===== config.mk =====
export PLATFORM = sky130hd
export DESIGN_NAME = fg_spi_cfg_loader
export DESIGN_NICKNAME = d
export VERILOG_FILES = /design/src/rtl/fg_pkg.sv /design/src/rtl/fg_synchronizer.sv /design/src/rtl/fg_spi_cfg_loader.sv
export SDC_FILE = /design/constraint.sdc
export NUM_CORES = 1
export LEC_CHECK = 0
export ABC_AREA = 1
export CORE_ASPECT_RATIO = 1.25
export CORE_UTILIZATION = 55
export CTS_BUF_LIST = sky130_fd_sc_hd__clkbuf_4 sky130_fd_sc_hd__clkbuf_8 sky130_fd_sc_hd__clkbuf_16
export DETAILED_ROUTE_END_ITERATION = 12
export DONT_BUFFER_PORTS = 1
export PLACE_DENSITY_LB_ADDON = 0.08
export SLEW_MARGIN = 20
export SYNTH_ARGS = -nofsm -noshare
export SYNTH_HDL_FRONTEND = slang
export SYNTH_SLANG_ARGS = --single-unit

===== constraint.sdc =====
create_clock -name clk -period 1.75 [get_ports clk]
set_input_delay 0 -clock clk [delete_from_list [all_inputs] [get_ports clk]]
set_output_delay 0 -clock clk [all_outputs]
set_load 0.01 [all_outputs]

===== src/rtl/fg_pkg.sv =====
// ---------------------------------------------------------------------------
// fg_pkg
// Shared constants for the function generator's SPI configuration path:
// SPI frame geometry and the loader FSM state encoding.
// ---------------------------------------------------------------------------
package fg_pkg;

  // A frame is a command byte followed by a data byte, MSB first.
  localparam int FG_SPI_FRAME_BITS = 16;
  // Position of the read/write flag within the full frame.
  localparam int FG_SPI_RW_BIT     = 15;
  // Width of the per-frame bit counter.
  localparam int FG_SPI_CNT_W      = $clog2(FG_SPI_FRAME_BITS);

  // Loader FSM encoding.
  localparam logic [1:0] FG_ST_IDLE = 2'd0;  // waiting for chip select
  localparam logic [1:0] FG_ST_CMD  = 2'd1;  // shifting in the command byte
  localparam logic [1:0] FG_ST_DATA = 2'd2;  // shifting in / out the data byte
  localparam logic [1:0] FG_ST_HOLD = 2'd3;  // frame done, waiting for cs_n high

endpackage


===== src/rtl/fg_synchronizer.sv =====
// ---------------------------------------------------------------------------
// FG_Synchronizer
// Multi-flop synchronizer bringing a single asynchronous bit into the clk
// domain. STAGES must be at least 2.
//
// Ports:
//   clk    system clock
//   rst_n  synchronous, active-low reset; loads RST_VAL into every stage
//   d      asynchronous input
//   q      synchronized output (STAGES clk cycles of latency)
// ---------------------------------------------------------------------------
module FG_Synchronizer #(
  parameter int   STAGES  = 2,
  parameter logic RST_VAL = 1'b0
) (
  input  logic clk,
  input  logic rst_n,
  input  logic d,
  output logic q
);

  logic [STAGES-1:0] pipe;

  // NOTE: sequential state uses non-blocking assignments so every flop samples
  // the pre-edge value of its neighbour; blocking here would collapse the chain.
  always_ff @(posedge clk) begin
    if (!rst_n) begin
      pipe <= {STAGES{RST_VAL}};
    end else begin
      pipe <= {pipe[STAGES-2:0], d};
    end
  end

  assign q = pipe[STAGES-1];

endmodule


===== src/rtl/fg_spi_cfg_loader.sv =====
// ---------------------------------------------------------------------------
// fg_spi_cfg_loader
// SPI-slave (mode 0) front end for the 7 x 8-bit configuration register bank.
// A 16-bit frame {rw, 4'b0000, addr[2:0], data[7:0]} becomes a single-cycle
// write strobe (rw=1) or a register readback over MISO (rw=0).
//
// Ports:
//   clk          system clock
//   rst_n        synchronous, active-low reset
//   sclk_i       SPI clock (async, CPOL=0, CPHA=0)
//   cs_n_i       SPI chip select (async, active low)
//   mosi_i       SPI data in (async, MSB first)
//   miso_o       SPI data out (registered, MSB first)
//   cfg_rdata_i  contents of register cfg_addr_o from the register bank
//   cfg_addr_o   target address, held from command byte to next command byte
//   cfg_data_o   write data, valid while cfg_wr_o is high
//   cfg_wr_o     one-clk write strobe
//   busy_o       frame in progress (command or data phase)
//   err_o        sticky error: aborted frame or write to invalid address;
//                cleared by reset or a valid write frame
// ---------------------------------------------------------------------------
module fg_spi_cfg_loader
  import fg_pkg::*;
#(
  parameter int SYNC_STAGES = 2,
  parameter int NUM_REGS    = 7,
  parameter int ADDR_W      = 3,
  parameter int DATA_W      = 8
) (
  input  logic              clk,
  input  logic              rst_n,
  input  logic              sclk_i,
  input  logic              cs_n_i,
  input  logic              mosi_i,
  output logic              miso_o,
  input  logic [DATA_W-1:0] cfg_rdata_i,
  output logic [ADDR_W-1:0] cfg_addr_o,
  output logic [DATA_W-1:0] cfg_data_o,
  output logic              cfg_wr_o,
  output logic              busy_o,
  output logic              err_o
);

  localparam int CNT_W = FG_SPI_CNT_W;
  // The rw flag is the first bit of the command byte, so once the command
  // byte is fully shifted in it sits at this position of the shift word.
  localparam int RW_CMD_POS = FG_SPI_RW_BIT - DATA_W;

  localparam logic [CNT_W-1:0]  CMD_LAST   = CNT_W'(DATA_W - 1);
  localparam logic [CNT_W-1:0]  FRAME_LAST = CNT_W'(FG_SPI_FRAME_BITS - 1);
  localparam logic [ADDR_W:0]   ADDR_LIMIT = (ADDR_W + 1)'(NUM_REGS);

  // -------------------------------------------------------------------------
  // Input synchronization and edge detection
  // -------------------------------------------------------------------------
  logic sclk_s, cs_n_s, mosi_s;
  logic sclk_d, cs_n_d;

  FG_Synchronizer #(.STAGES(SYNC_STAGES), .RST_VAL(1'b0)) u_sync_sclk (
    .clk   (clk),
    .rst_n (rst_n),
    .d     (sclk_i),
    .q     (sclk_s)
  );

  // NOTE: cs_n resets to "asserted" rather than idle-high. If reset lands in
  // the middle of a frame, the still-low pin then produces no falling edge, so
  // the rest of that frame is ignored until cs_n goes high and low again. A
  // rise seen right after reset is harmless in IDLE.
  FG_Synchronizer #(.STAGES(SYNC_STAGES), .RST_VAL(1'b0)) u_sync_cs_n (
    .clk   (clk),
    .rst_n (rst_n),
    .d     (cs_n_i),
    .q     (cs_n_s)
  );

  FG_Synchronizer #(.STAGES(SYNC_STAGES), .RST_VAL(1'b0)) u_sync_mosi (
    .clk   (clk),
    .rst_n (rst_n),
    .d     (mosi_i),
    .q     (mosi_s)
  );

  always_ff @(posedge clk) begin
    if (!rst_n) begin
      sclk_d <= 1'b0;
      cs_n_d <= 1'b0;
    end else begin
      sclk_d <= sclk_s;
      cs_n_d <= cs_n_s;
    end
  end

  logic sclk_rise, sclk_fall, cs_fall, cs_rise;
  assign sclk_rise = sclk_s & ~sclk_d;
  assign sclk_fall = ~sclk_s & sclk_d;
  assign cs_fall   = ~cs_n_s & cs_n_d;
  assign cs_rise   = cs_n_s & ~cs_n_d;

  // -------------------------------------------------------------------------
  // Frame FSM and datapath
  // -------------------------------------------------------------------------
  logic [1:0]        state_q;
  logic [CNT_W-1:0]  bit_cnt_q;
  logic [DATA_W-2:0] shift_q;    // only the bits still needed for the next byte
  logic [DATA_W-1:0] shift_next; // byte as it looks after the current rise
  logic [DATA_W-1:0] tx_q;
  logic              rw_q;
  logic              load_tx_q;  // one-cycle delay so cfg_rdata_i follows cfg_addr_o
  logic              addr_valid;

  assign shift_next = {shift_q, mosi_s};
  assign addr_valid = ({1'b0, cfg_addr_o} < ADDR_LIMIT);
  assign busy_o     = (state_q == FG_ST_CMD) || (state_q == FG_ST_DATA);

  always_ff @(posedge clk) begin
    if (!rst_n) begin
      state_q    <= FG_ST_IDLE;
      bit_cnt_q  <= '0;
      shift_q    <= '0;
      tx_q       <= '0;
      rw_q       <= 1'b0;
      load_tx_q  <= 1'b0;
      miso_o     <= 1'b0;
      cfg_addr_o <= '0;
      cfg_data_o <= '0;
      cfg_wr_o   <= 1'b0;
      err_o      <= 1'b0;
    end else begin
      cfg_wr_o  <= 1'b0;
      load_tx_q <= 1'b0;

      case (state_q)
        FG_ST_IDLE: begin
          miso_o <= 1'b0;
          if (cs_fall) begin
            state_q <= FG_ST_CMD;
            // A first sclk rise seen together with the cs edge still counts.
            if (sclk_rise) begin
              shift_q   <= shift_next[DATA_W-2:0];
              bit_cnt_q <= CNT_W'(1);
            end else begin
              shift_q   <= '0;
              bit_cnt_q <= '0;
            end
          end
        end

        FG_ST_CMD: begin
          miso_o <= 1'b0;
          if (cs_rise) begin
            state_q <= FG_ST_IDLE;
            err_o   <= 1'b1;
          end else if (sclk_rise) begin
            shift_q   <= shift_next[DATA_W-2:0];
            bit_cnt_q <= bit_cnt_q + 1'b1;
            if (bit_cnt_q == CMD_LAST) begin
              rw_q       <= ~shift_next[RW_CMD_POS];  // rw=0 means read
              cfg_addr_o <= shift_next[ADDR_W-1:0];
              load_tx_q  <= 1'b1;
              state_q    <= FG_ST_DATA;
            end
          end
        end

        FG_ST_DATA: begin
          if (cs_rise) begin
            state_q <= FG_ST_IDLE;
            err_o   <= 1'b1;
            miso_o  <= 1'b0;
          end else begin
            // rw_q holds "is read" so the tx path is idle for write frames
            // and miso_o stays low.
            if (load_tx_q && rw_q) begin
              tx_q <= cfg_rdata_i;
            end else if (sclk_fall && rw_q) begin
              miso_o <= tx_q[DATA_W-1];
              tx_q   <= {tx_q[DATA_W-2:0], 1'b0};
            end

            if (sclk_rise) begin
              shift_q   <= shift_next[DATA_W-2:0];
              bit_cnt_q <= bit_cnt_q + 1'b1;
              if (bit_cnt_q == FRAME_LAST) begin
                state_q <= FG_ST_HOLD;
                miso_o  <= 1'b0;
                if (!rw_q) begin
                  if (addr_valid) begin
                    cfg_wr_o   <= 1'b1;
                    cfg_data_o <= shift_next;
                    err_o      <= 1'b0;
                  end else begin
                    err_o <= 1'b1;
                  end
                end
              end
            end
          end
        end

        FG_ST_HOLD: begin
          miso_o <= 1'b0;
          if (cs_rise) begin
            state_q <= FG_ST_IDLE;
          end
        end

        default: begin
          state_q <= FG_ST_IDLE;
        end
      endcase
    end
  end

endmodule


==> reports/metrics.yaml <==
syn_inst: 276
netlist_top_cells_area: "dfxtp_1 (42%), nand2_1 (11%), nand3_1 (6.6%), inv_1 (5.3%), a21oi_1 (4.9%)"
synth_xor_area_share_pct: 0.411
setup_viol: 0
antenna_found_initial: 0
grt_usage_pct: 21.3
p_total_mw: 3.28
synth_top_family_by_area: "simple AND/OR/NAND/NOR gates"
critPathBufInv: 3
setup.worst_path.class: "reg2reg"
place_area_um2: 2180
cpPeakStageDelay_ps: 390
intPower_mw: 2.06
drv_slew: 0
first_pass_iters: 8
slowest_stage: "ha_2"
synthDistinctLibCells: 29
synth_compound_area_share_pct: 15.1
p_clk_share_pct: 24.7
cts.clk_slew.worst_paths_ps: 80
numCtsBuffers: 5
worst_slack_ps: 150
crit_fanout: 5
diodes: 0
via_per_inst: 5.27
wl_per_cell_um: 12.4
combPwrFrac_pct: 37.8
routed-wl-met2_um: 1970
clock-sinks: 45
grt_max_degree: 24
htreeDepth: 2
swShare_pct: 37.2
worst_ep_arrival_time_ps: 1820
hold_end: "tx_q[7]"
synth.avg_cell_area_um2: 7.72
synth_area_um2: 2130
ant_nets: 0
ir_drop_mv: 1.08
rrSetupSlack_ps: 150
cts-root-buf: "clkbuf_8"
route.detailed.drc: 2
dp_cells: 312
grt_pass1_wl_um: 6860
violations: "design-rule violations"
nets: 312
yosys-mux-area-fraction_pct: 0
layout-drive-gt1-share_pct: 12.7
power-per-cell-area_nw_per_um2: 1360
r2r_cells: 8
synth_top_cell_area_share_pct: 42.3
row_count: 24
post_cts_buffers: 0
p_leak_nw: 1.02
wl_met3_um: 149
dp_slack_ps: 35.7
post-route-cell-area_um2: 2420
tightest_slew_ps: 799
switchingPower_mw: 1.22
fin_crit_sh_pct: 91.4
met1_length_um: 1970
hold_depth: 4
synthAdderAreaFrac_pct: 4.69
min_path_type: "in2reg"
hp-start: "cfg_rdata_i[7]"
drt_wl_total_um: 4110
yosys_register_bits: 45
fin_cells: 331
core_region_area_um2: 3600
finalClockSkew_ps: 3.29
status: "finished, violations left"
ios: 28
topRoutingLayerUsed: "met4"
fin_crit_ps: 1600
path_cells: "inv_1, ha_2, inv_1, a21oi_4, inv_1, nand2_2, nand2_1, a21oi_1"
pwr-share-seq_pct: 37.5
slew_headroom_pct: 46.6
reg2reg_to: "bit_cnt_q[2]"
initial_utilization_pct: 59.2
finalHoldViolations: 0
reg2reg_from: "state_q[1]"
place_congestion: 0.884
dr.first_iter.drc_count: 65
fmax_ghz: 0.625
synthToLayoutAreaGrowth_pct: 13.6
ys_seq_area_share_pct: 42.3
cp-start-kind: "flop"
yosys.area_share.simple_pct: 29.5
die_w_um: 57.7
place_hpwl_um: 2890
cp_common_cell: "inv_1"
grt_overflow: 0
cts_tree: "done"
tns_ps: 0
ys.warnings.count: 0
die_y_um: 71.6
portBuffers: 0
cp-end-kind: "flop"
die_area_um2: 4130
clk_latency_ps: 290
synth_fp_nets: 297
cts.path.max_buffers: 2
rsz0062_at_grt: "false"
vias: 1744
path_delay_family: "adder cells"
yosysTopAreaCell: "dfxtp_1"
grt_pass1_vias: 1562
drv_cap: 0
crit_required_ps: 1970
[final cells by class]
type | count | area (um^2)
multi-input cells | 192 | 1070
inverters | 31 | 116
fillers | 315 | 1180
well taps | 39 | 48.8
flip-flops and latches | 45 | 903
repair buffers | 16 | 160
clock inverters | 2 | 37.5
clock buffers | 6 | 82.6
[cells in the mapped netlist, drive strengths merged]
library cell   n
nor2          32
a31oi          1
a21oi         24
nand2         67
xnor2          1
clkbuf         4
inv           31
dfxtp         45
and3           1
buf            4
o21ai         19
nor3           1
nor4           2
o211a          6
nand3         29
o211ai         1
ha             8
[layout by cell type, fill, tap and decap left out, types with 7 or more instances in the layout]
| cell | n |
|---|---|
| nand2_1 | 59 |
| dfxtp_1 | 43 |
| inv_1 | 30 |
| nand3_1 | 28 |
| nor2_1 | 27 |
| a21oi_1 | 21 |
| dlygate4sd3_1 | 11 |
| o21ai_1 | 9 |
| o21ai_0 | 8 |
| ha_1 | 7 |
[cell families after synthesis]
family          after synthesis
xor+xnor                      1
fa+ha+maj                     8
flops                        45
compound gates               51
buf+inv                      39
simple gates                132
[how the worst max path moves through the flow]
stage,to,slack (ps),cells after the start,startpoint
after detailed placement,bit_cnt_q[2],40,8,state_q[1]
after CTS,bit_cnt_q[2],30,8,state_q[1]
after global placement,bit_cnt_q[2],120,8,state_q[0]
after floorplan,bit_cnt_q[3],40,9,state_q[0]
after global routing,shift_q[3],30,7,state_q[1]
final,bit_cnt_q[2],150,8,state_q[1]
[flip-flops by register name, summed over array words and instances (netlist names)]
register / cells
tx_q: 8
u_sync_mosi.pipe: 2
u_sync_cs_n.pipe: 2
bit_cnt_q: 4
cs_n_d: 1
shift_q: 7
state_q: 2
load_tx_q: 1
rw_q: 1
cfg_addr_o: 3
miso_o: 1
u_sync_sclk.pipe: 2
cfg_wr_o: 1
sclk_d: 1
err_o: 1
cfg_data_o: 8
[per-layer routing]
layer,vias up,global-route usage (%)
li1,921,-
met1,787,27.1
met2,34,35.9
met3,2,5.05
met4,0,6.35
met5,-,0
[worst register-to-register path, cell delays in order, from the launching register on]
cell and delay, ps:
dfxtp_2 380, inv_1 100, ha_2 390, inv_1 100, a21oi_4 200, inv_1 70
nand2_2 120, nand2_1 70, a21oi_1 110
[per-stage QoR]
stage	utilization, %	hold WS [ps]
2_1_floorplan	-	97.6
3_3_place_gp	60.4	96.4
3_5_place_dp	60.4	102
4_1_cts	66.8	28.4
5_1_grt	67.2	58.9
6_report	67.2	24.6
[power groups by stage]
| stage | registers [mW] | clock network (mW) | logic (mW) |
|---|---|---|---|
| floorplan | 1.22 | 0 | 0.996 |
| global placement | 1.24 | 0 | 1.14 |
| detailed placement | 1.25 | 0 | 1.16 |
| CTS | 1.23 | 0.831 | 1.18 |
| global route | 1.25 | 0.878 | 1.40 |
| finish | 1.23 | 0.810 | 1.24 |
[what timing repair did]
action,in CTS,in global routing
hold buffers,11,0
endpoints found under the setup margin,0,11
gates resized for setup,0,5
hold endpoints to repair,25,0
No activity file was read; power rests on OpenSTA's default activity.
